`src/rtl/global_pkg.sv`:
```
// Shared types and constants for the memory access path.
// Holds request/state enums, funct3 codes and a legality helper.
package global_pkg;

   typedef enum logic [1:0] {
      MEM_NONE,
      FETCH_DATA,
      LOAD_DATA,
      STORE_DATA
   } memory_operation_t;

   typedef enum logic [1:0] {
      IDLE,
      ACCEPT,
      BUS,
      RESP
   } mau_state_t;

   localparam logic [2:0] LB  = 3'b000;
   localparam logic [2:0] LH  = 3'b001;
   localparam logic [2:0] LW  = 3'b010;
   localparam logic [2:0] LBU = 3'b100;
   localparam logic [2:0] LHU = 3'b101;
   localparam logic [2:0] SB  = 3'b000;
   localparam logic [2:0] SH  = 3'b001;
   localparam logic [2:0] SW  = 3'b010;

   // Stores only have byte/half/word; loads add the unsigned forms.
   function automatic logic f3_legal(
      input memory_operation_t op,
      input logic [2:0]        f3
   );
      if (op == STORE_DATA)
         return (f3 == SB) || (f3 == SH) || (f3 == SW);
      return (f3 == LB) || (f3 == LH) || (f3 == LW) ||
             (f3 == LBU) || (f3 == LHU);
   endfunction

endpackage

```
`src/rtl/byte_lane_align.sv`:
```
// Byte-lane steering for stores and extraction/extension for loads.
// Purely combinational; also flags width-misaligned addresses.
module byte_lane_align
   import global_pkg::*;
(
   input  logic [2:0]  i_funct3,
   input  logic [1:0]  i_addr,
   input  logic [31:0] i_store_data,
   input  logic [31:0] i_wb_dat,
   output logic [3:0]  o_sel,
   output logic [31:0] o_wdat,
   output logic [31:0] o_ldata,
   output logic        o_misaligned
);

   logic [31:0] w_sh;

   // Decode access width into lanes, replicated data and extension.
   always_comb begin
      w_sh         = i_wb_dat >> {i_addr, 3'b000};
      o_sel        = 4'b0000;
      o_wdat       = 32'h0;
      o_ldata      = w_sh;
      o_misaligned = 1'b0;
      case (i_funct3[1:0])
         2'b00: begin
            o_sel   = 4'b0001 << i_addr;
            o_wdat  = {4{i_store_data[7:0]}};
            o_ldata = i_funct3[2] ? {24'h0, w_sh[7:0]}
                                  : {{24{w_sh[7]}}, w_sh[7:0]};
         end
         2'b01: begin
            o_sel        = 4'b0011 << i_addr;
            o_wdat       = {2{i_store_data[15:0]}};
            o_ldata      = i_funct3[2] ? {16'h0, w_sh[15:0]}
                                       : {{16{w_sh[15]}}, w_sh[15:0]};
            o_misaligned = i_addr[0];
         end
         2'b10: begin
            o_sel        = 4'b1111;
            o_wdat       = i_store_data;
            o_ldata      = w_sh;
            o_misaligned = |i_addr;
         end
         default: begin
            o_misaligned = 1'b0;
         end
      endcase
   end

endmodule

```
`src/rtl/memory_access_unit.sv`:
```
// Turns control-unit memory requests into single Wishbone cycles.
// Misaligned/illegal requests and stalled slaves end in an err pulse.
module memory_access_unit
   import global_pkg::*;
#(
   parameter int unsigned TIMEOUT_CYCLES = 255
)(
   input  logic              clk,
   input  logic              rst,
   input  memory_operation_t memory_operation,
   input  logic              cyc,
   input  logic [2:0]        funct3,
   input  logic [31:0]       pc,
   input  logic [31:0]       ls_addr,
   input  logic [31:0]       store_data,
   output logic              ack,
   output logic              data_valid,
   output logic              done,
   output logic              err,
   output logic [31:0]       fetched_data,
   output logic [31:0]       load_data,
   output logic [31:0]       wb_adr_o,
   output logic [31:0]       wb_dat_o,
   input  logic [31:0]       wb_dat_i,
   output logic [3:0]        wb_sel_o,
   output logic              wb_we_o,
   output logic              wb_cyc_o,
   output logic              wb_stb_o,
   input  logic              wb_ack_i,
   input  logic              wb_err_i
);

   localparam logic [15:0] LP_LAST = 16'(TIMEOUT_CYCLES - 1);

   mau_state_t        r_state;
   mau_state_t        w_next;
   memory_operation_t r_op;
   logic [2:0]        r_f3;
   logic [31:0]       r_addr;
   logic [31:0]       r_sdata;
   logic              r_err;
   logic [15:0]       r_cnt;
   logic [31:0]       r_fetched;
   logic [31:0]       r_load;

   logic [3:0]        w_sel;
   logic [31:0]       w_wdat;
   logic [31:0]       w_ldata;
   logic              w_mis;
   logic              w_bad;
   logic              w_tmo;
   logic              w_bus;
   logic              w_req;

   byte_lane_align u_align (
      .i_funct3     (r_f3),
      .i_addr       (r_addr[1:0]),
      .i_store_data (r_sdata),
      .i_wb_dat     (wb_dat_i),
      .o_sel        (w_sel),
      .o_wdat       (w_wdat),
      .o_ldata      (w_ldata),
      .o_misaligned (w_mis)
   );

   assign w_req = cyc && (memory_operation != MEM_NONE);
   assign w_bad = w_mis || !f3_legal(r_op, r_f3);
   assign w_tmo = (r_cnt == LP_LAST);
   assign w_bus = (r_state == BUS);

   // Next-state selection for the request lifecycle.
   always_comb begin
      w_next = r_state;
      unique case (r_state)
         IDLE:   if (w_req) w_next = ACCEPT;
         ACCEPT: w_next = w_bad ? RESP : BUS;
         BUS:    if (wb_ack_i || wb_err_i || w_tmo) w_next = RESP;
         RESP:   w_next = IDLE;
      endcase
   end

   // State, request latch, timeout counter and result capture.
   always_ff @(posedge clk) begin
      if (rst) begin
         r_state   <= IDLE;
         r_op      <= MEM_NONE;
         r_f3      <= 3'b000;
         r_addr    <= 32'h0;
         r_sdata   <= 32'h0;
         r_err     <= 1'b0;
         r_cnt     <= 16'h0;
         r_fetched <= 32'h0;
         r_load    <= 32'h0;
      end else begin
         r_state <= w_next;
         unique case (r_state)
            IDLE: begin
               if (w_req) begin
                  r_op    <= memory_operation;
                  r_f3    <= (memory_operation == FETCH_DATA) ? LW : funct3;
                  r_addr  <= (memory_operation == FETCH_DATA) ? pc : ls_addr;
                  r_sdata <= store_data;
                  r_err   <= 1'b0;
                  r_cnt   <= 16'h0;
               end
            end
            ACCEPT: begin
               if (w_bad) r_err <= 1'b1;
            end
            BUS: begin
               r_cnt <= r_cnt + 16'd1;
               if (wb_ack_i) begin
                  if (r_op == FETCH_DATA) r_fetched <= wb_dat_i;
                  else if (r_op == LOAD_DATA) r_load <= w_ldata;
               end else if (wb_err_i || w_tmo) begin
                  r_err <= 1'b1;
               end
            end
            RESP: begin
               r_cnt <= 16'h0;
            end
         endcase
      end
   end

   // Handshake pulses decode from state; bus signals only live in BUS.
   always_comb begin
      ack          = (r_state == ACCEPT);
      err          = (r_state == RESP) && r_err;
      data_valid   = (r_state == RESP) && !r_err && (r_op != STORE_DATA);
      done         = (r_state == RESP) && !r_err && (r_op == STORE_DATA);
      fetched_data = r_fetched;
      load_data    = r_load;
      wb_cyc_o     = w_bus;
      wb_stb_o     = w_bus;
      wb_we_o      = w_bus && (r_op == STORE_DATA);
      wb_adr_o     = w_bus ? {r_addr[31:2], 2'b00} : 32'h0;
      wb_sel_o     = w_bus ? w_sel : 4'b0000;
      wb_dat_o     = w_bus ? w_wdat : 32'h0;
   end

endmodule

```
`config.mk`:
```
export PLATFORM = sky130hd
export DESIGN_NAME = memory_access_unit
export DESIGN_NICKNAME = d
export VERILOG_FILES = /design/src/rtl/global_pkg.sv /design/src/rtl/byte_lane_align.sv /design/src/rtl/memory_access_unit.sv
export SDC_FILE = /design/constraint.sdc
export NUM_CORES = 1
export LEC_CHECK = 0
export ABC_AREA = 1
export ABC_CLOCK_PERIOD_IN_PS = 3740
export CORE_ASPECT_RATIO = 1.75
export CORE_UTILIZATION = 50
export CTS_BUF_LIST = sky130_fd_sc_hd__clkbuf_4
export CTS_CLUSTER_DIAMETER = 40
export DETAILED_ROUTE_END_ITERATION = 7
export PLACE_DENSITY = 0.87
export SLEW_MARGIN = 30
export SYNTH_ARGS = -nofsm -noshare
export SYNTH_HDL_FRONTEND = slang
export SYNTH_HIERARCHICAL = 1
export SYNTH_SLANG_ARGS = --single-unit
```
`constraint.sdc`:
```
create_clock -name clk -period 3.74 [get_ports clk]
set_input_delay 0.935 -clock clk [delete_from_list [all_inputs] [get_ports clk]]
set_output_delay 0.935 -clock clk [all_outputs]
set_load 0.005 [all_outputs]
```
After elaboration in Yosys (flattened, before gate mapping)
Index checks and enable logic that the tools add are counted.
{"block": "word_totals", "regBits": 152, "inputBits": 138, "word_cells": 88}
{"block": "op_classes", "addsub": 1, "n_eq_ne": 20, "shift": 3, "muxes": 25, "bitwise_logic": 1, "reduce_logical": 29}
{"op": "32-bit two-way mux", "count": 5}
{"op": "32-bit case mux with 3 select lines", "count": 1}
{"op": "32-bit case mux with 2 select lines", "count": 1}
{"op": "16-bit case mux with 3 select lines", "count": 1}
{"op": "32-bit by 5-bit >> shifter with 32-bit output", "count": 1}
{"op": "16-bit by 1-bit adder with 16-bit output (second input constant)", "count": 1}
{"op": "16-bit by 8-bit == test with 1-bit output (second input constant)", "count": 1}
{"op": "16-bit two-way mux", "count": 1}
{"op": "4-bit case mux with 3 select lines", "count": 1}
{"op": "2-bit == test (second input constant)", "count": 5}
{"op": "2-bit by 1-bit == test with 1-bit output (second input constant)", "count": 4}
{"op": "1-bit logical OR", "count": 8}
{"op": "1-bit two-way mux", "count": 8}
{"op": "2-bit case mux with 4 select lines", "count": 1}
{"op": "3-bit == test (second input constant)", "count": 2}
{"op": "1-bit logical AND", "count": 6}
{"op": "2-bit by 1-bit inequality test with 1-bit output (second input constant)", "count": 3}
{"op": "2-bit inequality test (second input constant)", "count": 3}
{"op": "2-bit AND reduction", "count": 3}
{"op": "3-bit nonzero test", "count": 2}
{"op": "5-bit AND reduction", "count": 1}
{"op": "2-bit logical NOT", "count": 2}
{"op": "2-bit two-way mux", "count": 2}
{"op": "4-bit two-way mux", "count": 1}
{"op": "other kinds (14)", "count": 15}

Longest topological paths before layout
{"block": "depth", "depth_word": 10, "mapped_depth": 13, "mapped_depth_nobuf": 11}

Cells and area by module
Netlist, hierarchy kept.
{"mod": "memory_access_unit", "n_inst": 1, "cells_per_inst": 952, "area_per_inst_um2": 6662.6}
{"mod": "byte_lane_align", "n_inst": 1, "cells_per_inst": 302, "area_per_inst_um2": 1532.7}

Least setup slack after synthesis
No wires, ideal clock.
{"block": "synth_path", "path_type": "register to output", "from": "register r_f3[1]", "to": "output wb_dat_o[1]", "t_arrival_ns": 1.507, "required_time_ns": 2.805, "slack_ns": 1.298, "path_stages_with_launch": 9, "path_buffers": 0, "path_cell_list": "dfxtp_1 inv_1 ha_1 inv_2 nand2_1 nor2_1 nor3_1 nand2_1 inv_1"}
{"block": "synth_via", "elab_chain_cells": 3, "word_cells_on_any_way": 5, "classes_between": "eq/ne (2); mux (2); reduce/logical (1)"}
{"item": "from (decl)", "line_no": "memory_access_unit.sv:38", "rtl": "logic [2:0] r_f3;"}
{"item": "from (signal assigned)", "line_no": "memory_access_unit.sv:100", "rtl": "r_f3 <= (memory_operation == FETCH_DATA) ? LW : funct3;"}
{"item": "2-bit == test (tied with other cells)", "line_no": "byte_lane_align.sv:25", "rtl": "case (i_funct3[1:0])"}
{"item": "32-bit case mux with 3 select lines *", "line_no": "byte_lane_align.sv:25"}
{"item": "net w_wdat[1]", "line_no": "memory_access_unit.sv:47", "rtl": "logic [31:0] w_wdat;"}
{"item": "32-bit two-way mux *", "line_no": "memory_access_unit.sv:139", "rtl": "wb_dat_o = w_bus ? w_wdat : 32'h0;"}
{"item": "to (decl)", "line_no": "memory_access_unit.sv:23", "rtl": "output logic [31:0] wb_dat_o,"}
The timed path passes the listed nets; every way through them passes the cells marked *.

Worst setup path in the final report
{"block": "layout_path", "from": "register r_f3[0]", "to": "output wb_dat_o[17]"}
The elaborated chain is that of the path after synthesis.

==> results.md <==
Global routing:
- The met3 track utilization from global routing is 7.070%.
- The global-route wire length before repair is 39680 um.
- The layer flagged by global routing as most heavily used is met2.
- The global-route met2 utilization is 54.91%.
- Entering global routing, the biggest net connects 93 pins.
- The aggregate global-route resource usage is 29.82%.
- The via count of the first global-routing pass was 8294.
- The number of antenna violations at the first check in global routing is 4.
- After global routing the overflow that remains totals 0.
- The met1 usage in global routing is 29.59%.

Synth:
- The multiplexer share of the synthesized area is 0%.
- The cell with the most instances after synthesis is sky130_fd_sc_hd__nand2_1.
- The synthesized instance count is 1254.
- The basic-gate share of the synthesized area counting and, or, nand and nor cells is 31.89%.
- The mapped netlist covers 0.008195 mm^2.
- Yosys attributes the largest share of cell area to sky130_fd_sc_hd__dfxtp_1 37%, sky130_fd_sc_hd__nand2_1 13%, sky130_fd_sc_hd__nor2_1 11%, sky130_fd_sc_hd__o21ai_0 8.2%, sky130_fd_sc_hd__inv_1 6.2%.
- The fraction of registers with async set or reset after synthesis is 0%.
- In the synthesized netlist the dominant register cell turns out to be sky130_fd_sc_hd__dfxtp_1.
- The synthesized netlist devotes 16.69% of its cell area to compound gates.
- The dominant cell type by area after synthesis is sky130_fd_sc_hd__dfxtp_1.
- During synthesis, Yosys emitted a total of 6 warnings.
- Synthesis inferred 152 register bits.
- Of the total synthesized cell area, the portion taken by XOR and XNOR cells is 0%.
- The commonest cells after synthesis are 278 x sky130_fd_sc_hd__nand2_1, 237 x sky130_fd_sc_hd__nor2_1, 152 x sky130_fd_sc_hd__dfxtp_1.
- After synthesis, the largest family of logic cells by area is simple AND/OR/NAND/NOR gates.
- The average footprint of a synthesized cell is 6.535 um^2.
- The count of different cell masters after synthesis is 39.
- The sequential element share of the synthesized area is 37.13%.
- Summing the areas of all fa, ha and maj instances in the mapped netlist gives 1.985% of the synthesized area.
- The count of flip-flops with a built-in enable after synthesis is 0.
- The top cell type by area accounts for 37.13% of the synthesized area.

Final layout:
- From synthesis to final layout, the design area changed by 36.37%.
- The fraction of layout instances using a drive strength above 1 is 7.014%.
- The final layout contains 1635 nets.
- The filler cells instantiated in the layout total 1368.

Hold path:
- Along the worst hold path, the cell count comes to 2.
- The path with the worst hold slack has its endpoint at fetched_data[3]$_SDFFE_PP0P_.
- The worst min-delay path category is reg2reg.
- The start point of the worst hold path is fetched_data[3]$_SDFFE_PP0P_.

Run:
- The max-capacitance violation count is 0.

Outcome:
- The run finished with clean final reports.

Critical path:
- Data on the critical path is required at its endpoint by 2.80 ns.
- For the worst setup path, the data arrival time is 2.65 ns.
- STA classifies the critical path endpoint as a primary output.
- The worst setup path category is reg2out.
- For flop-to-flop paths, the worst setup slack is 1.07 ns.
- The sort of element at the start of the critical path is a flop.
- The maximum net fanout on the critical path is 15.
- The worst register-to-register path begins at r_state[0]$_SDFFE_PP0P_.
- The number of cells on the worst reg-to-reg path is 8.
- The worst register-to-register path ends at load_data[16]$_SDFFE_PP0P_.

Floorplanning:
- The floorplan has 61 rows.
- The die is 98.78 um wide.
- The die covers 0.01693 mm^2.
- The height of the chip is 171.4 um.
- Once the floorplan was initialized, standard cells occupied 51.38% of the core.
- The placeable core region is 0.01595 mm^2.
- During I/O placement, the number of pins put on the boundary was 277.

Route:
- The via count normalized by instance count is 5.298.
- In the routed design, unresolved DRC markers number 0.
- The first-pass iteration count of the detailed router is 5.
- Summing over every cut layer, the via total after detailed routing is 8954.
- The post-detailed-routing wire length is 25310 um.
- The post-route antenna net violation count is 0.
- In this run, the number of DRC markers left after iteration 0 of detailed routing was 509.
- After detailed routing, the average wire length per cell comes to 14.97 um.

Clock network:
- TritonCTS built the clock tree.
- Once the clock tree was built, the setup fixing pass inserted 0 buffers.
- After clock tree synthesis, the clock-pin slew on the worst setup and hold paths is 0.15 ns.
- The hold buffer count at cts is 0.
- For the worst-skew pair, the clock arrives at the later sink with an insertion delay of 0.56 ns.
- The total clock buffers created by CTS is 17.
- The worst-case clock buffer depth is 2.
- In this run the clock root is driven by a sky130_fd_sc_hd__clkbuf_4.
- The CTS sink count is 152.
- The clock tree synthesis step divided the H-tree into 4 levels.

Placement:
- In this run the tool buffered the top-level ports with 274 buffer cells.
- The estimated wirelength of the detail-placed design is 19170 um.
- Routability-driven placement finished with a final weighted congestion of 0.9086.

Timing:
- Derived from the worst setup path, the maximum achievable clock frequency is 0.2791 GHz.
- The worst hold slack across all endpoints is 0.4975 ns.
- Setup repair after global routing could not meet its margin everywhere.
- The minimum clock period after layout is 3.583 ns.
- The count of final hold-check violations came to 0.
- The count of final setup violators is 0.
- The final clock period utilization by the worst path is 95.81%.
- At the pin with the least slew margin, the transition time is 0.8160 ns.
- The headroom to the max-slew limit is 45.26%.
- The final count of pins violating max slew came to 0.
- The post-route clock skew is 0.01608 ns.

Pwr:
- Internal power comes to 3.022 mW.
- For this design the total switching power over the nets is 2.082 mW.
- Combinational logic burns 40.0% of the power.
- Per report_power, the clock group accounts for 20.0% of the total.
- The total power divided by cell area is 456.7 mW/mm^2.
- The switching part of the total is 40.79%.
- In this run the static leakage power is 5.200 nW.
- The overall power of the completed layout is 5.104 mW.
- The largest voltage drop on the vdd net is 326.5 uV.
- Of the total power, registers draw 40.0%.
==> metrics by stage <==
stage	setup slack (ns)	TNS (ns)	utilization (%)	area, um^2	std cells
6_report	0.1569	0	70.06	11180	1690
4_1_cts	0.02494	0	69.96	11160	1686
2_1_floorplan	1.298	0	-	8199	1255
5_1_grt	-0.009215	-0.01189	70.06	11180	1690
3_5_place_dp	0.4616	0	68.19	10880	1654
3_3_place_gp	0.5313	0	68.19	10880	1654
==> layout by cell type (no fill, tap or decap), drive strengths merged <==
master           n
a211oi           3
a21boi           1
a21oi           25
a22oi            7
a31oi           32
and2             1
buf             16
bufinv           1
clkbuf          18
clkdlybuf4s50  274
clkinv           8
clkinvlp         1
conb             2
dfxtp          152
diode            4
ha              13
inv            155
nand2          283
nand3           61
nand3b           2
nand4            5
nor2           244
nor3            12
nor3b            1
o211ai           7
o21a             1
o21ai          164
o31ai            8
==> per-layer routing <==
| layer | up-vias | part of all wire, % |
|---|---|---|
| met5 | - | 0 |
| met3 | 96 | 7.2 |
| met2 | 398 | 51 |
| met1 | 4037 | 36 |
| met4 | 0 | 5.7 |
| li1 | 4423 | - |
==> repair_timing <==
| action | 4_1_cts | 5_1_grt |
|---|---|---|
| setup endpoints to repair | 28 | 32 |
| cloned | 0 | 0 |
| gates resized for setup | 3 | 2 |
==> registers in the layout, indices dropped and copies added, names as in the netlist <==
register and count:
load_data 32, r_state 2, r_op 2, r_err 1, r_sdata 32, r_f3 3, r_cnt 16, r_addr 32
fetched_data 32
==> area by class of cell <==
class                   count  area, um^2  share of cell area [%]
repair buffers            290        2875                   25.73
clock buffers              18       135.1                   1.209
inverters                 151       568.0                   5.083
diodes                      4       10.01                 0.08957
multi-input cells         872        4167                   37.28
clock inverters            14       140.1                   1.254
well taps                 189       236.5                   2.116
flip-flops and latches    152        3044                   27.24
==> power groups by stage <==
stage	logic, mW	registers (mW)	clock network (mW)
2_1_floorplan	1.41	2.02	0
3_3_place_gp	1.98	2.06	0
3_5_place_dp	2.02	2.07	0
4_1_cts	2.03	2.04	1.04
5_1_grt	2.26	2.07	1.11
6_report	2.04	2.04	1.02
==> cells by family (layout without fill, tap and decap cells) <==
| logic type | after synthesis | after routing |
|---|---|---|
| other cells | 1 | 6 |
| flops | 152 | 152 |
| simple gates | 609 | 609 |
| buf+inv | 231 | 473 |
| compound gates | 248 | 248 |
| fa+ha+maj | 13 | 13 |
==> critical path, stage by stage, from the launching register on <==
cell and delay (ns):
sky130_fd_sc_hd__dfxtp_1 0.37, sky130_fd_sc_hd__inv_1 0.14, sky130_fd_sc_hd__ha_2 0.29, sky130_fd_sc_hd__inv_2 0.09, sky130_fd_sc_hd__nand2_1 0.15, sky130_fd_sc_hd__inv_2 0.16, sky130_fd_sc_hd__o31ai_1 0.24, sky130_fd_sc_hd__nand2_1 0.08
sky130_fd_sc_hd__inv_1 0.07, sky130_fd_sc_hd__clkdlybuf4s50_1 0.51
==> worst max path at each step <==
stage                               from      endpoint  depth (start not counted)
floorplan           r_f3[1]$_SDFFE_PP0P_   wb_dat_o[1]                          8
global placement    r_f3[1]$_SDFFE_PP0P_  wb_dat_o[21]                          8
detailed placement  r_f3[1]$_SDFFE_PP0P_   wb_dat_o[0]                          9
CTS                 r_f3[1]$_SDFFE_PP0P_  wb_dat_o[21]                          8
global route        r_f3[1]$_SDFFE_PP0P_  wb_dat_o[18]                          9
finish              r_f3[0]$_SDFFE_PP0P_  wb_dat_o[17]                          9
Note: power is estimated with default switching activity, not from simulation.
